File: src/rtl/ntt_pkg.sv
// Shared constants and FSM state type for the Kyber NTT memory controller slice.
package ntt_pkg;
  localparam int N          = 256;
  localparam int AW         = 8;
  localparam int DW         = 12;
  localparam int Q          = 3329;
  localparam int NUM_STAGES = 7;
  localparam int ZW         = 7;

  typedef enum logic [1:0] {
    IDLE,
    ISSUE,
    DRAIN,
    DONE
  } state_t;
endpackage

File: src/rtl/ntt_mem_ctrl_if.sv
// Control/address bundle between the polynomial FSM, the NTT controller and the RAM/butterfly.
// NTT_MEM_CTRL_INTT_EN adds the inv request bit sampled with start.
interface ntt_mem_ctrl_if;
  import ntt_pkg::*;

  logic          start;
  logic          busy;
  logic          done;
  logic [AW-1:0] addr_a;
  logic [AW-1:0] addr_b;
  logic          we_a;
  logic          we_b;
  logic          bf_in_valid;
  logic [ZW-1:0] zeta_idx;
`ifdef NTT_MEM_CTRL_INTT_EN
  logic          inv;

  modport master (input start, input inv, output busy, output done, output addr_a, output addr_b,
                  output we_a, output we_b, output bf_in_valid, output zeta_idx);
  modport slave  (output start, output inv, input busy, input done, input addr_a, input addr_b,
                  input we_a, input we_b, input bf_in_valid, input zeta_idx);
`else
  modport master (input start, output busy, output done, output addr_a, output addr_b,
                  output we_a, output we_b, output bf_in_valid, output zeta_idx);
  modport slave  (output start, input busy, input done, input addr_a, input addr_b,
                  input we_a, input we_b, input bf_in_valid, input zeta_idx);
`endif
endinterface

File: src/rtl/ntt_addr_gen.sv
// Combinational (stage, butterfly j) -> operand addresses and twiddle index, forward or inverse.
module ntt_addr_gen
  import ntt_pkg::*;
(
  input  logic [2:0]    stage,
  input  logic [6:0]    j,
  input  logic          inv,
  output logic [AW-1:0] addr_a,
  output logic [AW-1:0] addr_b,
  output logic [ZW-1:0] zeta_idx
);
  logic [AW-1:0] len;
  logic [AW-1:0] mask;
  logic [AW-1:0] jj;
  logic [AW-1:0] grp;

  always_comb begin
    len  = inv ? (AW'(2) << stage) : (AW'(128) >> stage);
    mask = len - AW'(1);
    jj   = {1'b0, j};
    // Inserting a zero at bit log2(len) of j gives 2*len*grp + off.
    addr_a = ((jj & ~mask) << 1) | (jj & mask);
    addr_b = addr_a | len;
    grp    = inv ? (jj >> (stage + 3'd1)) : (jj >> (3'd7 - stage));
    // Inverse walks zetas 127 downward group-major; groups before stage s total 128-(128>>s).
    zeta_idx = inv ? ZW'((AW'(128) >> stage) - AW'(1) - grp)
                   : ZW'((AW'(1) << stage) + grp);
  end
endmodule

File: src/rtl/ntt_mem_ctrl.sv
// In-place NTT sequencer for a 256x12 dual-port RAM and an external BF_LAT-deep butterfly.
// Optional inverse transform enabled by NTT_MEM_CTRL_INTT_EN.
module ntt_mem_ctrl
  import ntt_pkg::*;
#(
  parameter int N      = ntt_pkg::N,
  parameter int AW     = ntt_pkg::AW,
  parameter int BF_LAT = 4
) (
  input  logic          clk,
  input  logic          rst_n,
  ntt_mem_ctrl_if.master bus
);
  localparam int P  = N + BF_LAT;
  localparam int CW = $clog2(P);

  if ((BF_LAT % 2) != 0 || BF_LAT < 2) begin : g_bad_lat
    $error("ntt_mem_ctrl: BF_LAT must be even and at least 2");
  end
  if (AW != $clog2(N) || AW != ntt_pkg::AW) begin : g_bad_aw
    $error("ntt_mem_ctrl: AW must equal log2(N)");
  end

  state_t        state, state_n;
  logic [CW-1:0] cnt, cnt_n;
  logic [2:0]    stage, stage_n;
  logic          inv_q, inv_n, start_inv;

  logic          busy_q, done_q, we_q, bfv_q;
  logic [AW-1:0] addr_a_q, addr_b_q;
  logic [ZW-1:0] zeta_q;

  logic          rd_n, bfv_n, we_n;
  logic [AW-1:0] addr_a_n, addr_b_n, ga, gb;
  logic [ZW-1:0] zeta_n, gz;

  logic [BF_LAT:0] dl_vld;
  logic [AW-1:0]   dl_a [BF_LAT+1];
  logic [AW-1:0]   dl_b [BF_LAT+1];

`ifdef NTT_MEM_CTRL_INTT_EN
  assign start_inv = bus.inv;
`else
  assign start_inv = 1'b0;
`endif

  // state/cnt label the cycle currently on the outputs; outputs register f(next state).
  always_comb begin
    state_n = state;
    cnt_n   = cnt;
    stage_n = stage;
    inv_n   = inv_q;
    case (state)
      IDLE: begin
        if (bus.start) begin
          state_n = ISSUE;
          cnt_n   = '0;
          stage_n = '0;
          inv_n   = start_inv;
        end
      end
      ISSUE: begin
        cnt_n = cnt + CW'(1);
        if (cnt == CW'(N - 2)) state_n = DRAIN;
      end
      DRAIN: begin
        if (cnt == CW'(P - 1)) begin
          cnt_n = '0;
          if (stage == 3'(NUM_STAGES - 1)) begin
            state_n = DONE;
          end else begin
            state_n = ISSUE;
            stage_n = stage + 3'd1;
          end
        end else begin
          cnt_n = cnt + CW'(1);
        end
      end
      DONE:    state_n = IDLE;
      default: state_n = IDLE;
    endcase
  end

  ntt_addr_gen u_addr_gen (
    .stage    (stage_n),
    .j        (cnt_n[7:1]),
    .inv      (inv_n),
    .addr_a   (ga),
    .addr_b   (gb),
    .zeta_idx (gz)
  );

  // Reads on even slots, writes come out of the delay line on odd slots.
  always_comb begin
    rd_n     = (state_n == ISSUE) && !cnt_n[0];
    bfv_n    = (state_n == ISSUE || state_n == DRAIN) && cnt_n[0] && (cnt_n < CW'(N));
    zeta_n   = bfv_n ? gz : zeta_q;
    addr_a_n = addr_a_q;
    addr_b_n = addr_b_q;
    we_n     = 1'b0;
    if (rd_n) begin
      addr_a_n = ga;
      addr_b_n = gb;
    end else if (dl_vld[BF_LAT]) begin
      addr_a_n = dl_a[BF_LAT];
      addr_b_n = dl_b[BF_LAT];
      we_n     = 1'b1;
    end
  end

  always_ff @(posedge clk or negedge rst_n) begin
    if (!rst_n) begin
      state    <= IDLE;
      cnt      <= '0;
      stage    <= '0;
      inv_q    <= 1'b0;
      busy_q   <= 1'b0;
      done_q   <= 1'b0;
      we_q     <= 1'b0;
      bfv_q    <= 1'b0;
      zeta_q   <= '0;
      addr_a_q <= '0;
      addr_b_q <= '0;
      dl_vld   <= '0;
    end else begin
      state    <= state_n;
      cnt      <= cnt_n;
      stage    <= stage_n;
      inv_q    <= inv_n;
      busy_q   <= (state_n == ISSUE) || (state_n == DRAIN);
      done_q   <= (state_n == DONE);
      we_q     <= we_n;
      bfv_q    <= bfv_n;
      zeta_q   <= zeta_n;
      addr_a_q <= addr_a_n;
      addr_b_q <= addr_b_n;
      dl_vld   <= {dl_vld[BF_LAT-1:0], rd_n};
    end
  end

  // Write-back address payload; qualified by dl_vld so it needs no reset.
  always_ff @(posedge clk) begin
    dl_a[0] <= ga;
    dl_b[0] <= gb;
    for (int i = 1; i <= BF_LAT; i++) begin
      dl_a[i] <= dl_a[i-1];
      dl_b[i] <= dl_b[i-1];
    end
  end

  assign bus.busy        = busy_q;
  assign bus.done        = done_q;
  assign bus.addr_a      = addr_a_q;
  assign bus.addr_b      = addr_b_q;
  assign bus.we_a        = we_q;
  assign bus.we_b        = we_q;
  assign bus.bf_in_valid = bfv_q;
  assign bus.zeta_idx    = zeta_q;
endmodule

File: src/flat_wrapper.sv
// flat-port wrapper written by rule: the top's interface ports become plain ports
module ntt_mem_ctrl_flat import ntt_pkg::*;
#(
  parameter int N      = ntt_pkg::N,
  parameter int AW     = ntt_pkg::AW,
  parameter int BF_LAT = 4
)
  (clk, rst_n, bus_start, bus_busy, bus_done, bus_addr_a, bus_addr_b, bus_we_a, bus_we_b, bus_bf_in_valid, bus_zeta_idx);
  ntt_mem_ctrl_if bus_i ();
  input  logic clk;
  input  logic rst_n;
  input wire logic [$bits(bus_i.start)-1:0] bus_start;
  output wire logic [$bits(bus_i.busy)-1:0] bus_busy;
  output wire logic [$bits(bus_i.done)-1:0] bus_done;
  output wire logic [$bits(bus_i.addr_a)-1:0] bus_addr_a;
  output wire logic [$bits(bus_i.addr_b)-1:0] bus_addr_b;
  output wire logic [$bits(bus_i.we_a)-1:0] bus_we_a;
  output wire logic [$bits(bus_i.we_b)-1:0] bus_we_b;
  output wire logic [$bits(bus_i.bf_in_valid)-1:0] bus_bf_in_valid;
  output wire logic [$bits(bus_i.zeta_idx)-1:0] bus_zeta_idx;
  assign bus_i.start = bus_start;
  assign bus_busy = bus_i.busy;
  assign bus_done = bus_i.done;
  assign bus_addr_a = bus_i.addr_a;
  assign bus_addr_b = bus_i.addr_b;
  assign bus_we_a = bus_i.we_a;
  assign bus_we_b = bus_i.we_b;
  assign bus_bf_in_valid = bus_i.bf_in_valid;
  assign bus_zeta_idx = bus_i.zeta_idx;
  ntt_mem_ctrl #(.N(N), .AW(AW), .BF_LAT(BF_LAT)) u_core (.clk(clk), .rst_n(rst_n), .bus(bus_i));
endmodule
File: config.mk
export PLATFORM = sky130hd
export DESIGN_NAME = ntt_mem_ctrl_flat
export DESIGN_NICKNAME = d
export VERILOG_FILES = /design/src/rtl/ntt_pkg.sv /design/src/rtl/ntt_mem_ctrl_if.sv /design/src/rtl/ntt_addr_gen.sv /design/src/rtl/ntt_mem_ctrl.sv /design/src/flat_wrapper.sv
export SDC_FILE = /design/constraint.sdc
export NUM_CORES = 1
export LEC_CHECK = 0
export ABC_AREA = 0
export BUFFER_PORTS_ARGS = -buffer_cell sky130_fd_sc_hd__buf_2
export CORE_ASPECT_RATIO = 2
export CORE_MARGIN = 2
export CORE_UTILIZATION = 47
export DETAILED_ROUTE_END_ITERATION = 12
export GPL_ROUTABILITY_DRIVEN = 0
export PLACE_DENSITY_LB_ADDON = 0.25
export SYNTH_ARGS = -nofsm -noshare
export SYNTH_HDL_FRONTEND = slang
export SYNTH_SLANG_ARGS = --single-unit
export TNS_END_PERCENT = 5
File: constraint.sdc
create_clock -name clk -period 6.9 [get_ports clk]
set_input_delay 0.345 -clock clk [delete_from_list [all_inputs] [get_ports clk]]
set_output_delay 0.345 -clock clk [all_outputs]
set_load 0.05 [all_outputs]
==> load_flow_metrics.sql, run 1 <==
INSERT INTO impl_metrics (metric_group, metric, value, unit) VALUES
('status', 'outcome', 'completed', ''),
('pwr', 'power_switching', '346.1', 'uW'),
('detailed_routing', 'route.detailed.vias_per_inst', '5.575', ''),
('yosys', 'ys_seq_elements', '127', ''),
('timing', 'clock_skew', '7.283', 'ps'),
('floorplan', 'die_area', '0.01208', 'mm^2'),
('yosys', 'synthArstFlopShare', '0.3701', ''),
('yosys', 'synth_edf_count', '0', ''),
('timing', 'timing.slew.headroom', '0.3280', ''),
('global_routing', 'number_of_antenna_violations_at_the_first_check_in_global_routing', '0', ''),
('finish', 'n_antenna_cell', '0', ''),
('global_routing', 'global_route.usage.met2', '0.3683', ''),
('finish', 'mostFrequentLayoutCell', 'sky130_fd_sc_hd__dfxtp_1', ''),
('finish', 'commonest_cells_after_routing_fill_and_taps_aside', '80 x sky130_fd_sc_hd__dfxtp_1, 47 x sky130_fd_sc_hd__dfrtp_1, 40 x sky130_fd_sc_hd__nand2_1', ''),
('timing', 'max_freq', '166.8', 'MHz'),
('yosys', 'netlist-cell-type-count', '66', ''),
('finish', 'fill_cells', '978', ''),
('pwr', 'switching_share', '0.2122', ''),
('yosys', 'ys_warn_count', '0', ''),
('timing', 'final_hold_viol_count', '0', ''),
('worst_setup_path', 'crit_required', '7250', 'ps'),
('floorplan', 'chipHeight', '153.5', 'um'),
('yosys', 'yosys_most_used_dff', 'sky130_fd_sc_hd__dfxtp_1', ''),
('worst_setup_path', 'critPathTopFamily', 'compound AO/OA/AOI/OAI gates', ''),
('pwr', 'total_power_per_unit_cell_area', '266.0', 'mW/mm^2'),
('worst_setup_path', 'category_of_the_most_critical_setup_path', 'reg2reg', ''),
('placed_design', 'port-buffer-count', '30', ''),
('worst_setup_path', 'worstPathArrival', '6350', 'ps'),
('clock_network', 'insertion_delay', '420', 'ps'),
('yosys', 'sequential_area_share_after_synthesis', '0.5291', ''),
('timing', 'fin_tns_setup', '0', 'ps'),
('global_routing', 'use_met3', '0.04841', ''),
('pwr', 'pwr-share-clk', '0.543', ''),
('floorplan', 'num_rows', '54', ''),
('global_routing', 'total_congestion_overflow_after_global_routing', '0', ''),
('finish', 'syn2layout_area_growth', '16.83', '%'),
('timing', 'worst_slew_pin_tran', '979.9', 'ps'),
('worst_setup_path', 'cpMostUsedCell', 'sky130_fd_sc_hd__ha_1', ''),
('worst_setup_path', 'critical_path.cell_chain', 'ha_1, or4b_4, a211oi_2, mux2_1, a22o_1, ha_1, mux2i_1, mux2i_1, o211ai_1, o31a_1, ha_1, inv_1, fa_1, nand2b_1, a21oi_1, o21ai_0, a211oi_1, nor3b_1, or4_1, nand3_1', ''),
('worst_setup_path', 'critical_path_fanouts_max', '11', ''),
('yosys', 'synthesis.instances', '499', ''),
('floorplan', 'die_w', '78.74', 'um'),
('clock_network', 'post_cts.resized_instances', '0', ''),
('worst_setup_path', 'setup.worst_path.start_class', 'flop', ''),
('worst_setup_path', 'critical_path_buf_inv_count', '1', ''),
('global_routing', 'grt_max_degree', '48', ''),
('yosys', 'area_of_the_mapped_netlist', '0.005250', 'mm^2'),
('clock_network', 'root_buffer', 'sky130_fd_sc_hd__clkbuf_16', ''),
('floorplan', 'core_area', '0.01088', 'mm^2'),
('min_path', 'worst_hold_path_type', 'in2async', ''),
('global_routing', 'grt_pass1_vias', '3874', ''),
('detailed_routing', 'drtIter0Drc', '156', ''),
('clock_network', 'clk_path_buf_depth', '2', ''),
('pwr', 'combPwrFrac', '0.004', ''),
('detailed_routing', 'route.final.wire_length', '11900', 'um'),
('timing', 'finalSetupViolations', '0', ''),
('worst_setup_path', 'largest_incremental_delay_on_the_critical_path', '730', 'ps'),
('clock_network', 'postCtsHoldBufs', '0', ''),
('detailed_routing', 'vias', '3847', ''),
('worst_setup_path', 'library_cell_contributing_the_largest_single_delay_on_the_critical_path', 'sky130_fd_sc_hd__mux2i_1', ''),
('clock_network', 'cts_tree', 'built', ''),
('global_routing', 'grt_use_met1', '0.2334', ''),
('floorplan', 'num_io_pins', '31', ''),
('detailed_routing', 'routedWlPerCell', '17.25', 'um'),
('clock_network', 'cts.clk_slew.worst_paths', '60', 'ps'),
('timing', 'min_period', '5997', 'ps'),
('global_routing', 'grt_first_pass_wirelength', '19510', 'um'),
('floorplan', 'start_util', '0.4826', ''),
('yosys', 'mappedNetlistNets', '529', ''),
('clock_network', 'postCtsSetupBuffers', '0', ''),
('placed_design', 'detailed_place_hpwl', '8359', 'um');
-- final cells by class --
class                      instances  area (um^2)  share of cell area
sequential                       127         2778              0.4529
multi-input combinational        328         2297              0.3745
clock buffer                      18        439.2             0.07160
timing repair buffer              34        180.2             0.02938
tap                              140        175.2             0.02856
clock inverter                    14        155.1             0.02530
inverter                          29        108.9             0.01775
-- metal layers --
layer | share of wire | wire, um
met1 | 0.37 | 4405
met4 | 0.043 | 509
met5 | 0 | 0
met2 | 0.54 | 6451
met3 | 0.045 | 534
-- stage by stage --
step,util,total power [uW],area (um^2),setup WS (ps),std cells
final,0.5638,1631,6133,903.2,690
after global routing,0.5638,1680,6133,479.5,690
after CTS,0.5638,1647,6133,971.8,690
after detailed placement,0.5092,760.3,5539,1011,658
after global placement,0.5092,760.3,5539,1177,658
after floorplan,-,752.9,5250,1688,499
-- final timing paths --
| kind | from | cells past startpoint | slack (ps) | to |
|---|---|---|---|---|
| worst max register to register | u_core.cnt[0]$_DFF_PN0_ | 20 | 900 | u_core.bus.zeta_idx[6]$_DFFE_PN0P_ |
| min in group clk | u_core.dl_a[0][3]$_DFF_P_ | 0 | 320 | u_core.dl_a[0][11]$_DFF_P_ |
| max in group asynchronous | rst_n | 2 | 6420 | u_core.bus.addr_a[3]$_DFFE_PN0P_ |
| worst min register to register | u_core.dl_a[0][3]$_DFF_P_ | 0 | 320 | u_core.dl_a[0][11]$_DFF_P_ |
| worst min-delay path | rst_n | 2 | 30 | u_core.bus.zeta_idx[2]$_DFFE_PN0P_ |
| worst max-delay path | u_core.cnt[0]$_DFF_PN0_ | 20 | 900 | u_core.bus.zeta_idx[6]$_DFFE_PN0P_ |
-- sequential cells by signal, summed over array words and instances (netlist names), 2 cells and up --
name,flops
u_core.bus.addr_a,8
u_core.dl_a,40
u_core.dl_vld,5
u_core.stage,3
u_core.bus.addr_b,8
u_core.cnt,9
u_core.state,2
u_core.dl_b,40
u_core.bus.zeta_idx,7
-- synth_stat cells, types with 3 or more instances --
cell                        n  area, um^2
sky130_fd_sc_hd__nand3_1   12       60.06
sky130_fd_sc_hd__nor3_1     6       30.03
sky130_fd_sc_hd__nand2b_1   6       37.54
sky130_fd_sc_hd__nor2b_1   13       81.33
sky130_fd_sc_hd__a31oi_1   12       75.07
sky130_fd_sc_hd__and4_1     4       35.03
sky130_fd_sc_hd__nand2_1   40       150.1
sky130_fd_sc_hd__clkbuf_1  10       37.54
sky130_fd_sc_hd__inv_1     25       93.84
sky130_fd_sc_hd__nand4_1    5       31.28
sky130_fd_sc_hd__and2_1     7       43.79
sky130_fd_sc_hd__nor2_1    33       123.9
sky130_fd_sc_hd__a211oi_1  14       105.1
sky130_fd_sc_hd__dfrtp_1   47        1176
sky130_fd_sc_hd__a21o_1     7       52.55
sky130_fd_sc_hd__dfxtp_1   80        1602
sky130_fd_sc_hd__o21ai_0   27       135.1
sky130_fd_sc_hd__o211ai_1   8       60.06
sky130_fd_sc_hd__nand3b_1   4       30.03
sky130_fd_sc_hd__mux2_2     3       33.78
sky130_fd_sc_hd__xnor2_1    7       61.31
sky130_fd_sc_hd__o21bai_1   4       30.03
sky130_fd_sc_hd__ha_1      25       312.8
sky130_fd_sc_hd__or3_1      4       25.02
sky130_fd_sc_hd__a21oi_1   24       120.1
sky130_fd_sc_hd__mux2i_1   18       180.2
-- power by group through the flow --
stage                     Combinational [uW]  Sequential [uW]  Clock, uW
after floorplan                       0.0610              753          0
after global routing                    8.35              737        935
after detailed placement                7.59              753          0
after global placement                  7.53              753          0
final                                   6.93              738        887
after CTS                               7.59              738        902
-- logic make-up after synthesis --
logic type / Yosys count / synth area share
and+or+nand+nor: 146 / 0.1501
DFF: 127 / 0.5291
AOI/OAI and AO/OA: 124 / 0.1623
buffers and inverters: 44 / 0.03337
adders and majority gates: 27 / 0.06721
muxes: 22 / 0.04290
xor gates and xnor gates: 9 / 0.01502
(Power assumes the default switching activity.)
==> run 2: changes to the inputs <==
Settings changed: ABC_AREA 0 to 1, ABC_CLOCK_PERIOD_IN_PS set to 6900, CTS_BUF_LIST set to sky130_fd_sc_hd__clkbuf_16.
==> run 2 against run 1 <==
- synthesized area down 1.5%
- highest routed layer unchanged
- sequential share of layout area rose by 0.50 points
- hold slack gained 20 ps
- cell count grew 9.0%
==> load_flow_metrics.sql, run 2 <==
INSERT INTO impl_metrics (metric_group, metric, value, unit) VALUES
('status', 'outcome', 'completed', ''),
('finish', 'finish.net_count', '629', ''),
('detailed_routing', 'dr.pass1.iters', '4', ''),
('finish', 'n_antenna_cell', '0', ''),
('yosys', 'syn_area_per_cell', '9.298', 'um^2'),
('yosys', 'ys_seq_elements', '127', ''),
('yosys', 'yosysTopAreaCell', 'sky130_fd_sc_hd__dfxtp_1', ''),
('yosys', 'mappedNetlistNets', '586', ''),
('flow_run', 'max_cap_viol_count', '0', ''),
('yosys', 'synth.top_cells.by_count', '148 x sky130_fd_sc_hd__nand2_1, 80 x sky130_fd_sc_hd__dfxtp_1, 66 x sky130_fd_sc_hd__inv_1', ''),
('worst_setup_path', 'worstReg2RegEnd', 'u_core.bus.zeta_idx[5]$_DFFE_PN0P_', ''),
('yosys', 'area_of_the_mapped_netlist', '0.005170', 'mm^2'),
('clock_network', 'tritoncts.num_buffers', '17', ''),
('global_routing', 'grt_first_pass_wirelength', '17590', 'um'),
('worst_setup_path', 'r2r_start', 'u_core.cnt[0]$_DFF_PN0_', ''),
('detailed_routing', 'vias', '3677', ''),
('global_routing', 'groute.usage.overall', '0.1938', ''),
('yosys', 'post-synth-top-area-fraction', '0.3098', ''),
('timing', 'fin_tns_setup', '0', 'ps'),
('detailed_routing', 'drtIter0Drc', '159', ''),
('placed_design', 'detailed_place_hpwl', '7916', 'um'),
('worst_setup_path', 'critical_path_fanouts_max', '12', ''),
('min_path', 'worst_hold_path_type', 'in2async', ''),
('clock_network', 'clock-sinks', '127', ''),
('worst_setup_path', 'critPathTopFamily', 'compound AO/OA/AOI/OAI gates', ''),
('timing', 'worst_slew_pin_tran', '648.9', 'ps'),
('yosys', 'ys_warn_count', '0', ''),
('yosys', 'synth.area.top_cells', 'sky130_fd_sc_hd__dfxtp_1 31%, sky130_fd_sc_hd__dfrtp_1 23%, sky130_fd_sc_hd__nand2_1 11%', ''),
('finish', 'reg.largest.list', 'u_core.dl_a x40, u_core.dl_b x40, u_core.cnt x9', ''),
('timing', 'final_hold_viol_count', '0', ''),
('detailed_routing', 'route.detailed.vias_per_inst', '4.890', ''),
('timing', 'min_period', '4590', 'ps'),
('timing', 'grt_setup_unrepaired', 'no', ''),
('worst_setup_path', 'largest_incremental_delay_on_the_critical_path', '410', 'ps'),
('floorplan', 'start_util', '0.4782', ''),
('finish', 'drive_above_1_share', '0.1928', ''),
('worst_setup_path', 'worst-path-stages', '28', ''),
('finish', 'mostFrequentLayoutCell', 'sky130_fd_sc_hd__nand2_1', ''),
('clock_network', 'cts_tree', 'built', ''),
('floorplan', 'die_w', '78.16', 'um'),
('finish', 'commonest_cells_after_routing_fill_and_taps_aside', '148 x sky130_fd_sc_hd__nand2_1, 80 x sky130_fd_sc_hd__dfxtp_1, 67 x sky130_fd_sc_hd__inv_1', ''),
('worst_setup_path', 'r2r_slack', '2310', 'ps'),
('placed_design', 'port-buffer-count', '30', ''),
('detailed_routing', 'postRouteAntennaNets', '0', ''),
('worst_setup_path', 'worstPathArrival', '4910', 'ps'),
('yosys', 'netlist-cell-type-count', '44', ''),
('detailed_routing', 'route.final.wire_length', '10630', 'um'),
('global_routing', 'grt_max_degree', '48', ''),
('worst_setup_path', 'reg2reg_depth', '28', ''),
('detailed_routing', 'routedWlPerCell', '14.13', 'um'),
('clock_network', 'root_buffer', 'sky130_fd_sc_hd__clkbuf_16', ''),
('yosys', 'sequential_area_share_after_synthesis', '0.5373', ''),
('timing', 'clock_skew', '10.46', 'ps'),
('clock_network', 'clk_path_buf_depth', '2', ''),
('yosys', 'synthArstFlopShare', '0.3701', ''),
('timing', 'finalSetupViolations', '0', ''),
('yosys', 'synth_edf_count', '0', ''),
('global_routing', 'grt_pass1_vias', '3826', ''),
('yosys', 'yosys_most_used_dff', 'sky130_fd_sc_hd__dfxtp_1', ''),
('finish', 'syn2layout_area_growth', '17.33', '%'),
('worst_setup_path', 'setup.worst_path.start_class', 'flop', ''),
('finish', 'fill_cells', '977', ''),
('worst_setup_path', 'crit_required', '7220', 'ps'),
('clock_network', 'post_cts.resized_instances', '0', ''),
('yosys', 'synthesis.instances', '556', ''),
('floorplan', 'core_area', '0.01081', 'mm^2'),
('timing', 'max_freq', '217.9', 'MHz'),
('floorplan', 'die_area', '0.01191', 'mm^2'),
('worst_setup_path', 'cpMostUsedCell', 'sky130_fd_sc_hd__nand2_1', ''),
('global_routing', 'number_of_antenna_violations_at_the_first_check_in_global_routing', '0', ''),
('detailed_routing', 'drc_violations_left', '0', ''),
('clock_network', 'postCtsHoldBufs', '0', ''),
('yosys', 'post-synth-top-count-cell', 'sky130_fd_sc_hd__nand2_1', ''),
('floorplan', 'num_rows', '54', ''),
('worst_setup_path', 'category_of_the_most_critical_setup_path', 'reg2reg', ''),
('timing', 'final_min_period_over_clock_period', '0.6652', ''),
('floorplan', 'num_io_pins', '31', ''),
('global_routing', 'total_congestion_overflow_after_global_routing', '0', ''),
('clock_network', 'cts_htree_levels', '4', ''),
('floorplan', 'chipHeight', '152.3', 'um'),
('clock_network', 'insertion_delay', '400', 'ps'),
('timing', 'number_of_max_slew_violations_in_the_final_report', '0', ''),
('worst_setup_path', 'critical_path_buf_inv_count', '5', ''),
('worst_setup_path', 'library_cell_contributing_the_largest_single_delay_on_the_critical_path', 'sky130_fd_sc_hd__dfrtp_1', ''),
('timing', 'timing.slew.headroom', '0.5674', ''),
('clock_network', 'cts.clk_slew.worst_paths', '60', 'ps'),
('clock_network', 'postCtsSetupBuffers', '0', ''),
('worst_setup_path', 'worst_setup_path_end_kind', 'flop', '');
-- run 2: kinds of logic (layout without fill, tap and decap cells) --
family | after synthesis | in the layout | share of synthesized area
and+or+nand+nor | 247 | 247 | 0.2318
DFF | 127 | 127 | 0.5373
AOI/OAI and AO/OA | 64 | 64 | 0.08446
xor gates and xnor gates | 8 | 8 | 0.01355
buffers and inverters | 83 | 139 | 0.06462
adders and majority gates | 27 | 27 | 0.06825
-- run 2: worst reg2reg max path: cells and delay by family, from the launching register on --
family / cells / cell delay, ps
compound gates: 8 / 1460
xor+xnor: 1 / 160
simple gates: 11 / 1130
buf+inv: 5 / 490
fa+ha+maj: 3 / 860
flops: 1 / 410
-- run 2: routing by layer --
| layer | share of wire | vias up | GRT usage |
|---|---|---|---|
| met5 | 0 | - | 0 |
| met4 | 0.053 | 0 | 0.1320 |
| met3 | 0.033 | 27 | 0.04680 |
| met2 | 0.55 | 76 | 0.3510 |
| met1 | 0.36 | 1714 | 0.1876 |
| li1 | - | 1860 | - |
-- run 2: stage by stage --
step / std cells / util / cell area (um^2) / hold WS (ps) / setup WS, ps
floorplan: 556 / - / 5170 / 49.41 / 2815
global placement: 720 / 0.5047 / 5456 / 309.9 / 2516
detailed placement: 720 / 0.5047 / 5456 / 312.1 / 2347
CTS: 752 / 0.5611 / 6066 / 69.42 / 2316
global route: 752 / 0.5611 / 6066 / 101.5 / 1783
finish: 752 / 0.5611 / 6066 / 52.06 / 2310
-- run 2: how the worst max path moves through the flow --
stage	from	endpoint	slack, ps
2_1_floorplan	u_core.cnt[0]$_DFF_PN0_	u_core.bus.zeta_idx[6]$_DFFE_PN0P_	2810
3_3_place_gp	u_core.cnt[0]$_DFF_PN0_	u_core.bus.zeta_idx[6]$_DFFE_PN0P_	2520
3_5_place_dp	u_core.cnt[0]$_DFF_PN0_	u_core.bus.zeta_idx[5]$_DFFE_PN0P_	2350
4_1_cts	u_core.cnt[0]$_DFF_PN0_	u_core.bus.zeta_idx[5]$_DFFE_PN0P_	2320
5_1_grt	u_core.cnt[0]$_DFF_PN0_	u_core.bus.zeta_idx[5]$_DFFE_PN0P_	1780
6_report	u_core.cnt[0]$_DFF_PN0_	u_core.bus.zeta_idx[5]$_DFFE_PN0P_	2310
-- run 2: final cells by class --
type                    instances  area (um^2)  area share
repair buffers                 31        157.7     0.02599
clock inverters                15        183.9     0.03032
flip-flops and latches        127         2778      0.4579
clock buffers                  17        425.4     0.07013
multi-input cells             346         2058      0.3393
inverters                      76        287.8     0.04744
well taps                     140        175.2     0.02888
Power of run 2 is left out: the tool's default activity adds up to more than one toggle a clock period on the data nets, which glitch-free logic cannot reach.
